File: config.mk
export PLATFORM = sky130hd
export DESIGN_NAME = mig7_ui_fifo
export DESIGN_NICKNAME = d
export VERILOG_FILES = /design/src/rtl/mig7_ui_model.sv
export SDC_FILE = /design/constraint.sdc
export NUM_CORES = 1
export LEC_CHECK = 0
export BUFFER_PORTS_ARGS = -buffer_cell sky130_fd_sc_hd__buf_2
export CELL_PAD_IN_SITES_DETAIL_PLACEMENT = 1
export CELL_PAD_IN_SITES_GLOBAL_PLACEMENT = 2
export CORE_MARGIN = 3
export CORE_UTILIZATION = 37
export DETAILED_ROUTE_END_ITERATION = 10
export GPL_TIMING_DRIVEN = 0
export PLACE_DENSITY = 0.74
export SLEW_MARGIN = 10
export SYNTH_ARGS = -nofsm -noshare
export SYNTH_HDL_FRONTEND = slang
export SYNTH_SLANG_ARGS = --single-unit
File: constraint.sdc
create_clock -name i_clk -period 1.26 [get_ports i_clk]
set_input_delay 0.315 -clock i_clk [delete_from_list [all_inputs] [get_ports i_clk]]
set_output_delay 0.315 -clock i_clk [all_outputs]
set_load 0.02 [all_outputs]
File: src/rtl/mig7_ui_model.sv
// mig7_ui_model: stands in for the MIG7 controller on the app_* user
// interface. A small on-chip memory (2^MEM_AW words of 128 bits) replaces
// the DDR3, so the initiator can be brought up without a memory model.
//
// Ports
//   i_clk, i_rst_n           UI clock, asynchronous active-low reset
//   i_app_addr/cmd/en        command channel (000 write, 001 read)
//   i_app_wdf_*              write-data channel {data, mask}, mask 1 = keep byte
//   o_app_rd_data*           read return, one beat per read, in command order
//   o_app_rdy, o_app_wdf_rdy accept strobes for the two input channels
//   i_app_sr_req             self-refresh, not supported (ignored)
//   i_app_ref_req/zq_req     maintenance requests, acked by o_app_ref/zq_ack
//   o_app_sr_active          always 0
//   o_init_calib_complete    high CALIB_CYCLES cycles after reset release
//   o_dbg_maint_state        maintenance FSM state, for checkers
//
// Handshake: a transfer happens on a channel in every cycle where its valid
// (i_app_en / i_app_wdf_wren) and its ready (o_app_rdy / o_app_wdf_rdy) are
// both high at the rising clock edge. Ready never depends on valid in the
// same cycle.

// Small synchronous FIFO; DEPTH must be a power of two, at least 2.
module mig7_ui_fifo #(
  parameter int W     = 8,
  parameter int DEPTH = 4
) (
  input  logic         i_clk,
  input  logic         i_rst_n,
  input  logic         i_push,
  input  logic [W-1:0] i_data,
  input  logic         i_pop,
  output logic [W-1:0] o_data,
  output logic         o_empty,
  output logic         o_full
);
  localparam int AW = (DEPTH > 1) ? $clog2(DEPTH) : 1;

  logic [W-1:0] r_mem [DEPTH];
  logic [AW:0]  r_wr_ptr;
  logic [AW:0]  r_rd_ptr;

  always_ff @(posedge i_clk or negedge i_rst_n) begin
    if (!i_rst_n) begin
      r_wr_ptr <= '0;
      r_rd_ptr <= '0;
    end else begin
      if (i_push) r_wr_ptr <= r_wr_ptr + {{AW{1'b0}}, 1'b1};
      if (i_pop)  r_rd_ptr <= r_rd_ptr + {{AW{1'b0}}, 1'b1};
    end
  end

  always_ff @(posedge i_clk) begin
    if (i_push) r_mem[r_wr_ptr[AW-1:0]] <= i_data;
  end

  assign o_data  = r_mem[r_rd_ptr[AW-1:0]];
  assign o_empty = (r_wr_ptr == r_rd_ptr);
  // Extra pointer bit distinguishes full from empty.
  assign o_full  = (r_wr_ptr[AW] != r_rd_ptr[AW]) &&
                   (r_wr_ptr[AW-1:0] == r_rd_ptr[AW-1:0]);
endmodule


After elaboration in Yosys (flattened, before gate mapping)

Memories as Yosys holds them, arrays and structs flattened.
Cells that the tools add are included.

Bits in registers: 6
Memories kept: 1
Logic and storage cells: 11
Bits in latches: 0
RAM bits: 32
Output and inout bits: 10
Input port bits: 12
ROM bits: 0

Eq/ne operators: 3
Bitwise logic cells: 0
Shifts and indexed selects: 0
Multiplexer cells: 2
$mul: 0
Reductions and logical operators: 1
Divide/modulo/power cells: 0
Add/sub/neg operators: 2
Order comparisons: 0

Memory list:

| name  | depth | width | rd ports | clocked after memory_dff | write ports | RTL line | text |
|---|---|---|---|---|---|---|---|
| r_mem | 4     | 8     | 1        | 0                        | 1           | 38       | `logic [W-1:0] r_mem [DEPTH];` |

Operator list:

| operator            | count |
|---|---|
| $add 3x1->3 const B | 2 |
| $eq 3x3->1          | 1 |
| $eq 2x2->1          | 1 |
| $mux 1              | 2 |
| $logic_and 1x1->1   | 1 |
| $ne 1x1->1          | 1 |

Depth between registers and ports, before layout

Gate-level depths: netlist (run 1).

Depth after elaboration: 2
Mapped depth: 4

Least setup slack after synthesis (run 1)

No wires, ideal clock.

Kind: register to output
From: register r_rd_ptr[1]
To: output o_empty
Arrival time: 1.255 ns
Required time: 0.945 ns
Stages on the path, launching flop included: 4
Path slack: -0.310 ns
Buffers on the path: 1
Cells stage by stage: dfrtp_1 -> buf_2 -> xor2_1 -> nor3b_1

Word-level cells in the longest chain between the ends: 1

RTL lines:

| what                   | RTL line | text |
|---|---|---|
| from (decl)            | 40       | `logic [AW:0] r_rd_ptr;` |
| from (signal assigned) | 48       | `if (i_pop) r_rd_ptr <= r_rd_ptr + {{AW{1'b0}}, 1'b1};` |
| $eq 3x3->1             | 57       | `assign o_empty = (r_wr_ptr == r_rd_ptr);` |
| to (decl)              | 33       | `output logic o_empty,` |

No other way between the ends.

Worst setup path in the final report (run 1)

From: register r_rd_ptr[0]
To: output o_data[2]

Word-level cells in the longest chain between the ends: 1

RTL lines:

| what        | RTL line | text |
|---|---|---|
| $mem_v2 4x8 | --       |  |
| to (decl)   | 32       | `output logic [W-1:0] o_data,` |

No other way between the ends.

==> results_tabular.tex, run 1 <==
\begin{tabular}{lr}
\hline
Metric & Value \\
\hline
\multicolumn{2}{l}{\textbf{Timing}} \\
\quad Max-slew headroom & 79.09\% \\
\quad Worst setup margin & -0.5750 ns \\
\quad Achievable frequency & 545.0 MHz \\
\quad Number of failing setup endpoints in the final timing report & 14 \\
\quad Setup repair after global routing missed its margin & true \\
\quad Worst clock skew & approximately 0.0043 ns \\
\quad Max Transition Viols Final & 0 \\
\quad Time the worst path needs with I/O delays and setup & 1.835 ns \\
\quad Measured slew at the worst slew-check pin & about 0.31 ns \\
\quad Final count of hold timing violations & 0 \\
\quad Tcrit/Tclk final & 145.6\% \\
\multicolumn{2}{l}{\textbf{Detailed routing}} \\
\quad Violation count after the first detailed-routing iteration & between 40 and 50 \\
\quad Number of vias after detailed routing & roughly 740 \\
\quad Via-per-instance ratio & between 4 and 5 \\
\quad Overall routed net length & between 2 and 3 mm \\
\quad Number of iterations in the first detailed-routing pass & 4 \\
\quad Detailed-route wire length per cell & roughly 17 µm \\
\quad Number of remaining DRC errors & 0 \\
\quad Post-DRT Antenna Nets & 0 \\
\multicolumn{2}{l}{\textbf{Finish}} \\
\quad Layout-stage area growth over the synthesis result & 26.69\% \\
\quad Filler Cell Count & approximately 350 \\
\quad Final design area excluding fillers & between 1500 and 2000 µm² \\
\quad End-of-flow core utilization & 50.40\% \\
\quad Fraction of final layout cells sized beyond drive strength 1 & 51.43\% \\
\quad Sequential standard cell area & roughly 1100 µm² \\
\quad Footprint of the multi-input gates & roughly 430 µm² \\
\quad Final nets & roughly 120 \\
\quad Antenna Cells & 0 \\
\multicolumn{2}{l}{\textbf{GRT}} \\
\quad Largest net degree at the start of global routing & 12 \\
\quad Global-route wire length before repair & roughly 4.2 mm \\
\quad Sum of overflow across all layers after global routing & 0 \\
\quad Initial antenna violation count & 0 \\
\quad Via count of the first global-routing pass & $\sim$840 \\
\quad Total routing resource utilization after global routing & about an eighth \\
\multicolumn{2}{l}{\textbf{Critical path}} \\
\quad Worst setup endpoint & o\_data[2] \\
\quad Crit end category & primary output \\
\quad RR Endpoint & r\_mem[2][1]\$\_DFFE\_PP\_ \\
\quad Critical path startpoint & r\_rd\_ptr[0]\$\_DFFE\_PN0P\_ \\
\quad Arrival time at the worst endpoint & 1.52 ns \\
\quad Category of the most critical setup path & flip-flop to primary output \\
\quad Endpoint required time on the critical path & about 0.94 ns \\
\quad Worst R2R Setup Slack & -0.01 ns \\
\quad Cell count of the worst reg-to-reg path & 4 \\
\quad Startpoint Class & flip-flop \\
\quad Startpoint of the lowest-slack register-to-register path & r\_wr\_ptr[0]\$\_DFFE\_PN0P\_ \\
\quad Maximum fanout count along the critical path & 9 \\
\multicolumn{2}{l}{\textbf{Clock network}} \\
\quad CTS Sinks & 38 \\
\quad Clock slew at the register clock pins of the worst setup and hold paths & about 0.070 ns \\
\quad Source-to-sink clock delay at the later pin of the worst-skew pair & roughly 0.28 ns \\
\quad Root buffer cell & sky130\_fd\_sc\_hd\_\_clkbuf\_8 \\
\quad Number of clock buffers inserted by TritonCTS & 5 \\
\quad CTS H-Tree Depth & 2 \\
\quad Number of buffers on the longest clock path & 2 \\
\quad TritonCTS clock tree & yes \\
\multicolumn{2}{l}{\textbf{Pwr}} \\
\quad Net switching power & approximately 1.6 mW \\
\quad Lkg Pwr & between 0.6 and 0.7 nW \\
\quad Combinational Power Share & between 40 and 50\% \\
\quad PD cells & $\sim$2400 nW/µm² \\
\quad Internal power contribution & 3.082 mW \\
\quad Sequential cell fraction of total power & between 30\% and 40\% \\
\quad Part of the power in the clock network & 16.3\% \\
\quad Proportion of total power due to net switching & around 34\% \\
\quad IR Drop Worst-Case VDD & between 800 and 900 µV \\
\multicolumn{2}{l}{\textbf{Synthesis}} \\
\quad Area share of the largest cell type after synthesis & about 64\% \\
\quad Number of enable flip-flop cells after synthesis & 32 \\
\quad Post-synthesis area per instance & 20.84 µm² \\
\quad Count of cell types in the netlist & 15 \\
\quad Yosys warning total & 0 \\
\quad Most instantiated library cell after synthesis & sky130\_fd\_sc\_hd\_\_edfxtp\_1 \\
\quad Synthesis-stage register bit count & 38 \\
\quad Leading cell types by count after synthesis & 32 x sky130\_fd\_sc\_hd\_\_edfxtp\_1, 8 x sky130\_fd\_sc\_hd\_\_mux4\_2, 6 x sky130\_fd\_sc\_hd\_\_dfrtp\_1 \\
\quad Sequential share of the synthesized area & between 70\% and 80\% \\
\quad Total nets after synthesis & approximately 90 \\
\quad Top flip-flop cell by instance count after synthesis & sky130\_fd\_sc\_hd\_\_edfxtp\_1 \\
\quad Synthesized area & between 1500 and 2000 µm² \\
\quad Async set-or-reset flop fraction in the synthesized netlist & about 16\% \\
\quad Most area-hungry cell type in the Yosys netlist & sky130\_fd\_sc\_hd\_\_edfxtp\_1 \\
\quad Gate Count Post-Synth & between 70 and 80 \\
\quad Leading post-synthesis cells by cell area & sky130\_fd\_sc\_hd\_\_edfxtp\_1 64\%, sky130\_fd\_sc\_hd\_\_mux4\_2 12\%, sky130\_fd\_sc\_hd\_\_dfrtp\_1 10\%, sky130\_fd\_sc\_hd\_\_ha\_1 4.2\%, sky130\_fd\_sc\_hd\_\_xor2\_1 2.9\% \\
\multicolumn{2}{l}{\textbf{Floorplan}} \\
\quad Full die area & roughly 5000 µm² \\
\quad I/O Pins & 22 \\
\quad Width of the die & 69.68 µm \\
\quad Vertical die dimension & 69.68 µm \\
\quad Starting density of the core & 39.78\% \\
\quad Rows & 22 \\
\quad Placeable core area & around 3800 µm² \\
\multicolumn{2}{l}{\textbf{Outcome}} \\
\quad Outcome & finished with violations \\
\quad Failing checks & negative setup slack \\
\multicolumn{2}{l}{\textbf{Placed design}} \\
\quad Number of buffers added on ports & 21 \\
\quad Routability congestion estimate & 0.6523 \\
\quad Detailed placer's ending HPWL & $\sim$1.7 mm \\
\quad Total cell area at the placement stage & approximately 1700 µm² \\
\multicolumn{2}{l}{\textbf{Run}} \\
\quad Max-cap check violation count & 0 \\
\multicolumn{2}{l}{\textbf{Worst hold path}} \\
\quad Hold WC Path Type & input port to flip-flop \\
\hline
\end{tabular}
placed cells by master (no fill, tap or decap):
cell type,synthesis,layout
sky130_fd_sc_hd__edfxtp_1,32,32
sky130_fd_sc_hd__buf_2,1,18
sky130_fd_sc_hd__mux4_2,8,8
sky130_fd_sc_hd__clkbuf_8,0,5
sky130_fd_sc_hd__buf_6,1,4
sky130_fd_sc_hd__and2_4,0,4
sky130_fd_sc_hd__dfrtp_1,6,4
sky130_fd_sc_hd__xor2_1,5,3
sky130_fd_sc_hd__ha_1,5,3
sky130_fd_sc_hd__clkbuf_1,0,3
sky130_fd_sc_hd__buf_12,0,2
sky130_fd_sc_hd__xnor2_1,2,2
sky130_fd_sc_hd__xor2_2,0,2
sky130_fd_sc_hd__nand2_1,2,2
sky130_fd_sc_hd__ha_4,0,2
sky130_fd_sc_hd__buf_4,0,2
sky130_fd_sc_hd__dfrtp_2,0,2
sky130_fd_sc_hd__inv_6,0,1
sky130_fd_sc_hd__nor3_4,0,1
sky130_fd_sc_hd__nor3b_2,0,1
sky130_fd_sc_hd__inv_4,0,1
sky130_fd_sc_hd__o21ai_0,1,1
sky130_fd_sc_hd__mux2_2,1,1
sky130_fd_sc_hd__dlygate4sd3_1,0,1
how the worst min path moves through the flow:
stage / slack, ns / cells after the start / startpoint / endpoint
6_report: 0.25 / 1 / i_data[7] / r_mem[3][7]$_DFFE_PP_
5_1_grt: 0.24 / 1 / i_data[7] / r_mem[0][7]$_DFFE_PP_
3_3_place_gp: 0.15 / 1 / i_rst_n / r_wr_ptr[0]$_DFFE_PN0P_
4_1_cts: 0.24 / 1 / i_data[7] / r_mem[1][7]$_DFFE_PP_
2_1_floorplan: 0.02 / 0 / i_rst_n / r_rd_ptr[0]$_DFFE_PN0P_
3_5_place_dp: 0.15 / 1 / i_rst_n / r_wr_ptr[1]$_DFFE_PN0P_
registers in the layout, indices dropped and copies added, names as in the netlist:
register and cells:
r_mem 32, r_rd_ptr 3, r_wr_ptr 3
per-stage QoR:
stage	worst slack, ns	hold slack (ns)	cells	power, mW	TNS (ns)
floorplan	-0.1418	0.01941	72	3.065	-1.304
global placement	-0.3025	0.1453	141	3.477	-8.139
detailed placement	-0.3177	0.1473	141	3.533	-9.132
CTS	-0.6065	0.2397	151	4.528	-5.827
global route	-0.6426	0.2387	153	4.943	-6.614
finish	-0.5750	0.2499	153	4.653	-5.524
routing by layer:
metal	global-route usage [%]	share of wire [%]
met1	12.39	37
met2	20.44	54
met3	4.203	6.1
met4	7.021	2.1
met5	0	0
final cells by class:
type                       count  area share [%]
inverter                       2          0.7900
multi-input combinational     30           22.71
sequential                    38           58.59
tap                           48           3.160
clock buffer                   8           4.213
timing repair buffer          25           8.887
buffer                         2           1.646
cells by family after synthesis:
logic type,count (synthesis),synth area share (%)
flip-flops,38,74.06
multiplexers,9,12.76
AO/OA/AOI/OAI,1,0.3333
adder cells (fa/ha/maj),5,4.170
buffers and inverters,4,1.584
AND/OR/NAND/NOR,8,3.002
XOR/XNOR,7,4.087
power groups by stage:
stage	clock [mW]	sequential, mW	combinational (mW)
CTS	0.793	1.85	1.89
global placement	0	1.84	1.64
floorplan	0	1.81	1.25
global route	0.838	1.87	2.23
finish	0.759	1.84	2.05
detailed placement	0	1.86	1.67
what timing repair did:
action / in CTS / in global routing
gates resized for setup: 14 / 14
gates cloned: 0 / 0
pin swaps: 0 / 1
endpoints found under the setup margin: 43 / 42
endpoints found under the hold margin: 6 / 0
hold buffers: 1 / 0
buffers inserted: 1 / 2
worst max-delay path, cell delays in order, from the launching register on:
cell	delay, ns
sky130_fd_sc_hd__dfrtp_1	0.39
sky130_fd_sc_hd__buf_12	0.16
sky130_fd_sc_hd__mux4_2	0.51
sky130_fd_sc_hd__buf_2	0.18
Note: power is estimated with default switching activity, not from simulation.
==> run 2: changes to the inputs <==
--- a/config.mk
+++ b/config.mk
@@ -5,14 +5,16 @@
 export SDC_FILE = /design/constraint.sdc
 export NUM_CORES = 1
 export LEC_CHECK = 0
+export ABC_AREA = 1
 export BUFFER_PORTS_ARGS = -buffer_cell sky130_fd_sc_hd__buf_2
 export CELL_PAD_IN_SITES_DETAIL_PLACEMENT = 1
 export CELL_PAD_IN_SITES_GLOBAL_PLACEMENT = 2
 export CORE_MARGIN = 3
-export CORE_UTILIZATION = 37
+export CORE_UTILIZATION = 34
 export DETAILED_ROUTE_END_ITERATION = 10
 export GPL_TIMING_DRIVEN = 0
-export PLACE_DENSITY = 0.74
+export PLACE_DENSITY = 0.76
+export RECOVER_POWER = 25
 export SLEW_MARGIN = 10
 export SYNTH_ARGS = -nofsm -noshare
 export SYNTH_HDL_FRONTEND = slang
==> constraint.sdc (replaced) <==
create_clock -name i_clk -period 1.26 [get_ports i_clk]
set_input_delay 0.252 -clock i_clk [delete_from_list [all_inputs] [get_ports i_clk]]
set_output_delay 0.252 -clock i_clk [all_outputs]
set_load 0.02 [all_outputs]
==> run 2 against run 1 <==
Compared with the run above: the flow still finishes with violations (negative setup slack); sequential share of layout area fell by 9.9 points; critical endpoint is now o_data[6]; final cell count grew 61%; fmax grew 12%; sequential power hardly changed; die area up 18%.
==> results_tabular.tex, run 2 <==
\begin{tabular}{lr}
\hline
Metric & Value \\
\hline
\multicolumn{2}{l}{\textbf{Detailed routing}} \\
\quad Number of vias after detailed routing & about 1100 \\
\quad Number of remaining DRC errors & 0 \\
\quad Detailed-route wire length per cell & about 15 µm \\
\quad Violation count after the first detailed-routing iteration & 45 \\
\quad Via-per-instance ratio & 4.455 \\
\quad Post-DRT Antenna Nets & 0 \\
\quad Overall routed net length & 3.706 mm \\
\quad Number of iterations in the first detailed-routing pass & 2 \\
\multicolumn{2}{l}{\textbf{Worst hold path}} \\
\quad Hold path cells & 2 \\
\quad Launch instance of the worst min-delay path & i\_pop \\
\quad Hold endpoint & r\_rd\_ptr[0]\$\_DFFE\_PN0P\_ \\
\quad Hold WC Path Type & input port to flip-flop \\
\multicolumn{2}{l}{\textbf{Critical path}} \\
\quad Worst R2R Setup Slack & -0.12 ns \\
\quad Startpoint Class & flip-flop \\
\quad Arrival time at the worst endpoint & 1.39 ns \\
\quad Endpoint required time on the critical path & between 1 and 1.5 ns \\
\quad Category of the most critical setup path & flip-flop to primary output \\
\quad Maximum fanout count along the critical path & 10 \\
\quad RR Endpoint & r\_mem[3][7]\$\_DFFE\_PP\_ \\
\quad Startpoint of the lowest-slack register-to-register path & r\_wr\_ptr[1]\$\_DFFE\_PN0P\_ \\
\quad Cell count of the worst reg-to-reg path & 5 \\
\quad Crit end category & primary output \\
\multicolumn{2}{l}{\textbf{Synthesis}} \\
\quad Post-synthesis area per instance & approximately 12 µm² \\
\quad Synthesis-stage register bit count & 38 \\
\quad Total nets after synthesis & around 150 \\
\quad Number of enable flip-flop cells after synthesis & 32 \\
\quad Top flip-flop cell by instance count after synthesis & sky130\_fd\_sc\_hd\_\_edfxtp\_1 \\
\quad Leading post-synthesis cells by cell area & sky130\_fd\_sc\_hd\_\_edfxtp\_1 58\%, sky130\_fd\_sc\_hd\_\_dfrtp\_1 9.1\%, sky130\_fd\_sc\_hd\_\_nand2\_1 7.9\%, sky130\_fd\_sc\_hd\_\_o211ai\_1 7.3\%, sky130\_fd\_sc\_hd\_\_inv\_1 5.5\% \\
\quad Async set-or-reset flop fraction in the synthesized netlist & around 16\% \\
\quad Yosys warning total & 0 \\
\quad Most area-hungry cell type in the Yosys netlist & sky130\_fd\_sc\_hd\_\_edfxtp\_1 \\
\quad Most instantiated library cell after synthesis & sky130\_fd\_sc\_hd\_\_nand2\_1 \\
\quad Leading cell types by count after synthesis & 35 x sky130\_fd\_sc\_hd\_\_nand2\_1, 32 x sky130\_fd\_sc\_hd\_\_edfxtp\_1, 24 x sky130\_fd\_sc\_hd\_\_inv\_1 \\
\quad Count of cell types in the netlist & 13 \\
\quad Synthesized area & $\sim$1700 µm² \\
\quad Sequential share of the synthesized area & roughly 67\% \\
\quad Area share of the largest cell type after synthesis & about 58\% \\
\quad Gate Count Post-Synth & approximately 140 \\
\multicolumn{2}{l}{\textbf{Floorplan}} \\
\quad Rows & 24 \\
\quad Vertical die dimension & roughly 76 µm \\
\quad Placeable core area & around 4500 µm² \\
\quad Full die area & 5734 µm² \\
\quad Starting density of the core & between 30 and 40\% \\
\quad I/O Pins & 22 \\
\quad Width of the die & 75.72 µm \\
\multicolumn{2}{l}{\textbf{Finish}} \\
\quad Layout-stage area growth over the synthesis result & 38.15\% \\
\quad Final nets & between 150 and 200 \\
\quad Fraction of final layout cells sized beyond drive strength 1 & between 30\% and 40\% \\
\quad Final design area excluding fillers & roughly 2300 µm² \\
\quad Leading cell type in the layout, fill and taps excluded & sky130\_fd\_sc\_hd\_\_edfxtp\_1 \\
\quad Filler Cell Count & between 400 and 500 \\
\quad Flip-flop count of the largest register after layout & 32 \\
\quad Commonest non-fill, non-tap cells in the layout & 32 x sky130\_fd\_sc\_hd\_\_edfxtp\_1, 30 x sky130\_fd\_sc\_hd\_\_nand2\_1, 18 x sky130\_fd\_sc\_hd\_\_inv\_1, 16 x sky130\_fd\_sc\_hd\_\_o211ai\_1, 14 x sky130\_fd\_sc\_hd\_\_buf\_6 \\
\quad Antenna Cells & 0 \\
\quad End-of-flow core utilization & just over 50\% \\
\multicolumn{2}{l}{\textbf{Timing}} \\
\quad Worst hold-check slack & roughly 0.18 ns \\
\quad Setup repair after global routing missed its margin & true \\
\quad Worst setup margin & -0.3803 ns \\
\quad Max-slew headroom & 83.12\% \\
\quad Worst clock skew & 0.003106 ns \\
\quad Number of failing setup endpoints in the final timing report & 42 \\
\quad Time the worst path needs with I/O delays and setup & 1.640 ns \\
\quad Final count of hold timing violations & 0 \\
\quad Tcrit/Tclk final & 130.2\% \\
\quad Final TNS setup & -6.033 ns \\
\quad Achievable frequency & just over 600 MHz \\
\quad Max Transition Viols Final & 0 \\
\quad Measured slew at the worst slew-check pin & 0.2532 ns \\
\multicolumn{2}{l}{\textbf{Clock network}} \\
\quad Root buffer cell & sky130\_fd\_sc\_hd\_\_clkbuf\_8 \\
\quad CTS H-Tree Depth & 2 \\
\quad Number of clock buffers inserted by TritonCTS & 5 \\
\quad CTS Sinks & 38 \\
\quad Clock slew at the register clock pins of the worst setup and hold paths & $\sim$0.080 ns \\
\quad Source-to-sink clock delay at the later pin of the worst-skew pair & roughly 0.29 ns \\
\quad Number of buffers on the longest clock path & 2 \\
\quad TritonCTS clock tree & yes \\
\multicolumn{2}{l}{\textbf{GRT}} \\
\quad Sum of overflow across all layers after global routing & 0 \\
\quad Global-route wire length before repair & 5.644 mm \\
\quad Via count of the first global-routing pass & between 1000 and 1500 \\
\quad Initial antenna violation count & 0 \\
\quad Largest net degree at the start of global routing & 14 \\
\quad Total routing resource utilization after global routing & 14.14\% \\
\multicolumn{2}{l}{\textbf{Run}} \\
\quad Max-cap check violation count & 0 \\
\multicolumn{2}{l}{\textbf{Pwr}} \\
\quad Proportion of total power due to net switching & between 30\% and 40\% \\
\quad Combinational Power Share & between 50 and 60\% \\
\quad IR Drop Worst-Case VDD & 986.0 µV \\
\quad Sequential cell fraction of total power & a little under a third \\
\quad Net switching power & around 2.2 mW \\
\quad Internal power contribution & about 3.8 mW \\
\quad PD cells & $\sim$2600 nW/µm² \\
\quad Part of the power in the clock network & between 15 and 20\% \\
\quad Lkg Pwr & $\sim$0.94 nW \\
\multicolumn{2}{l}{\textbf{Placed design}} \\
\quad Total cell area at the placement stage & approximately 1800 µm² \\
\quad Worst Setup Slack post-DPL & -0.1596 ns \\
\quad Routability congestion estimate & between 0.6 and 0.7 \\
\quad Number of buffers added on ports & 20 \\
\quad Detailed placer's ending HPWL & 2.260 mm \\
\multicolumn{2}{l}{\textbf{Outcome}} \\
\quad Outcome & finished with violations \\
\quad Failing checks & negative setup slack \\
\hline
\end{tabular}
run 2: worst max-delay path, stage by stage, from the launching register on:
cell	delay, ns
sky130_fd_sc_hd__dfrtp_1	0.40
sky130_fd_sc_hd__buf_6	0.15
sky130_fd_sc_hd__buf_8	0.14
sky130_fd_sc_hd__o211ai_1	0.16
sky130_fd_sc_hd__nand2_1	0.10
sky130_fd_sc_hd__buf_6	0.14
run 2: worst max-delay path by stage:
stage	endpoint	cells past startpoint	startpoint	slack (ns)
6_report	o_data[6]	5	r_rd_ptr[0]$_DFFE_PN0P_	-0.38
5_1_grt	o_full	5	r_rd_ptr[0]$_DFFE_PN0P_	-0.49
4_1_cts	o_data[6]	5	r_rd_ptr[0]$_DFFE_PN0P_	-0.37
3_5_place_dp	r_mem[0][1]$_DFFE_PP_	4	r_wr_ptr[0]$_DFFE_PN0P_	-0.16
3_3_place_gp	r_mem[0][4]$_DFFE_PP_	4	r_wr_ptr[1]$_DFFE_PN0P_	-0.11
2_1_floorplan	o_empty	6	r_rd_ptr[1]$_DFFE_PN0P_	-0.01
run 2: cell families (layout without fill, tap and decap cells):
kind of cell / after synthesis / after routing / synth area share (%)
flops: 38 / 38 / 67.22
simple gates: 37 / 37 / 8.403
buf+inv: 31 / 77 / 9.538
compound gates: 18 / 18 / 7.873
xor+xnor: 6 / 6 / 3.180
fa+ha+maj: 5 / 5 / 3.785
run 2: timing repair:
item                                    in CTS  in global routing
resized for setup                           46                  8
endpoints found under the hold margin        6                  0
gates cloned                                 1                  1
setup buffers                               10                  7
hold buffers                                 1                  0
endpoints found under the setup margin      42                 42
pin swaps                                   20                  5
run 2: layer usage:
layer	up-vias	track usage, %	routed length (µm)
li1	536	-	-
met2	16	25.79	2020
met5	-	0	0
met1	542	15.81	1571
met4	0	4.660	16
met3	2	3.958	98
run 2: power by group through the flow:
stage	registers, mW	logic [mW]	clock network [mW]
after global placement	1.83	1.94	0
after floorplan	1.81	1.40	0
after CTS	1.81	2.81	1.06
after detailed placement	1.86	1.99	0
final	1.81	3.10	1.03
after global routing	1.83	3.39	1.13
run 2: final cells by class:
class | instances | area (µm²) | share of cell area (%)
Timing Repair inverter | 1 | 6.256 | 0.2740
Inverter | 25 | 121.4 | 5.315
Sequential cell | 38 | 1112 | 48.71
Buffer | 6 | 72.57 | 3.178
Clock inverter | 3 | 45.04 | 1.973
Clock buffer | 5 | 68.82 | 3.014
Multi-Input combinational cell | 66 | 461.7 | 20.22
Timing Repair Buffer | 37 | 314.1 | 13.75
Tap cell | 65 | 81.33 | 3.562
run 2: through the flow:
stage	power, mW	std cells
2_1_floorplan	3.212	135
3_3_place_gp	3.773	220
3_5_place_dp	3.843	220
4_1_cts	5.686	240
5_1_grt	6.362	246
6_report	5.937	246
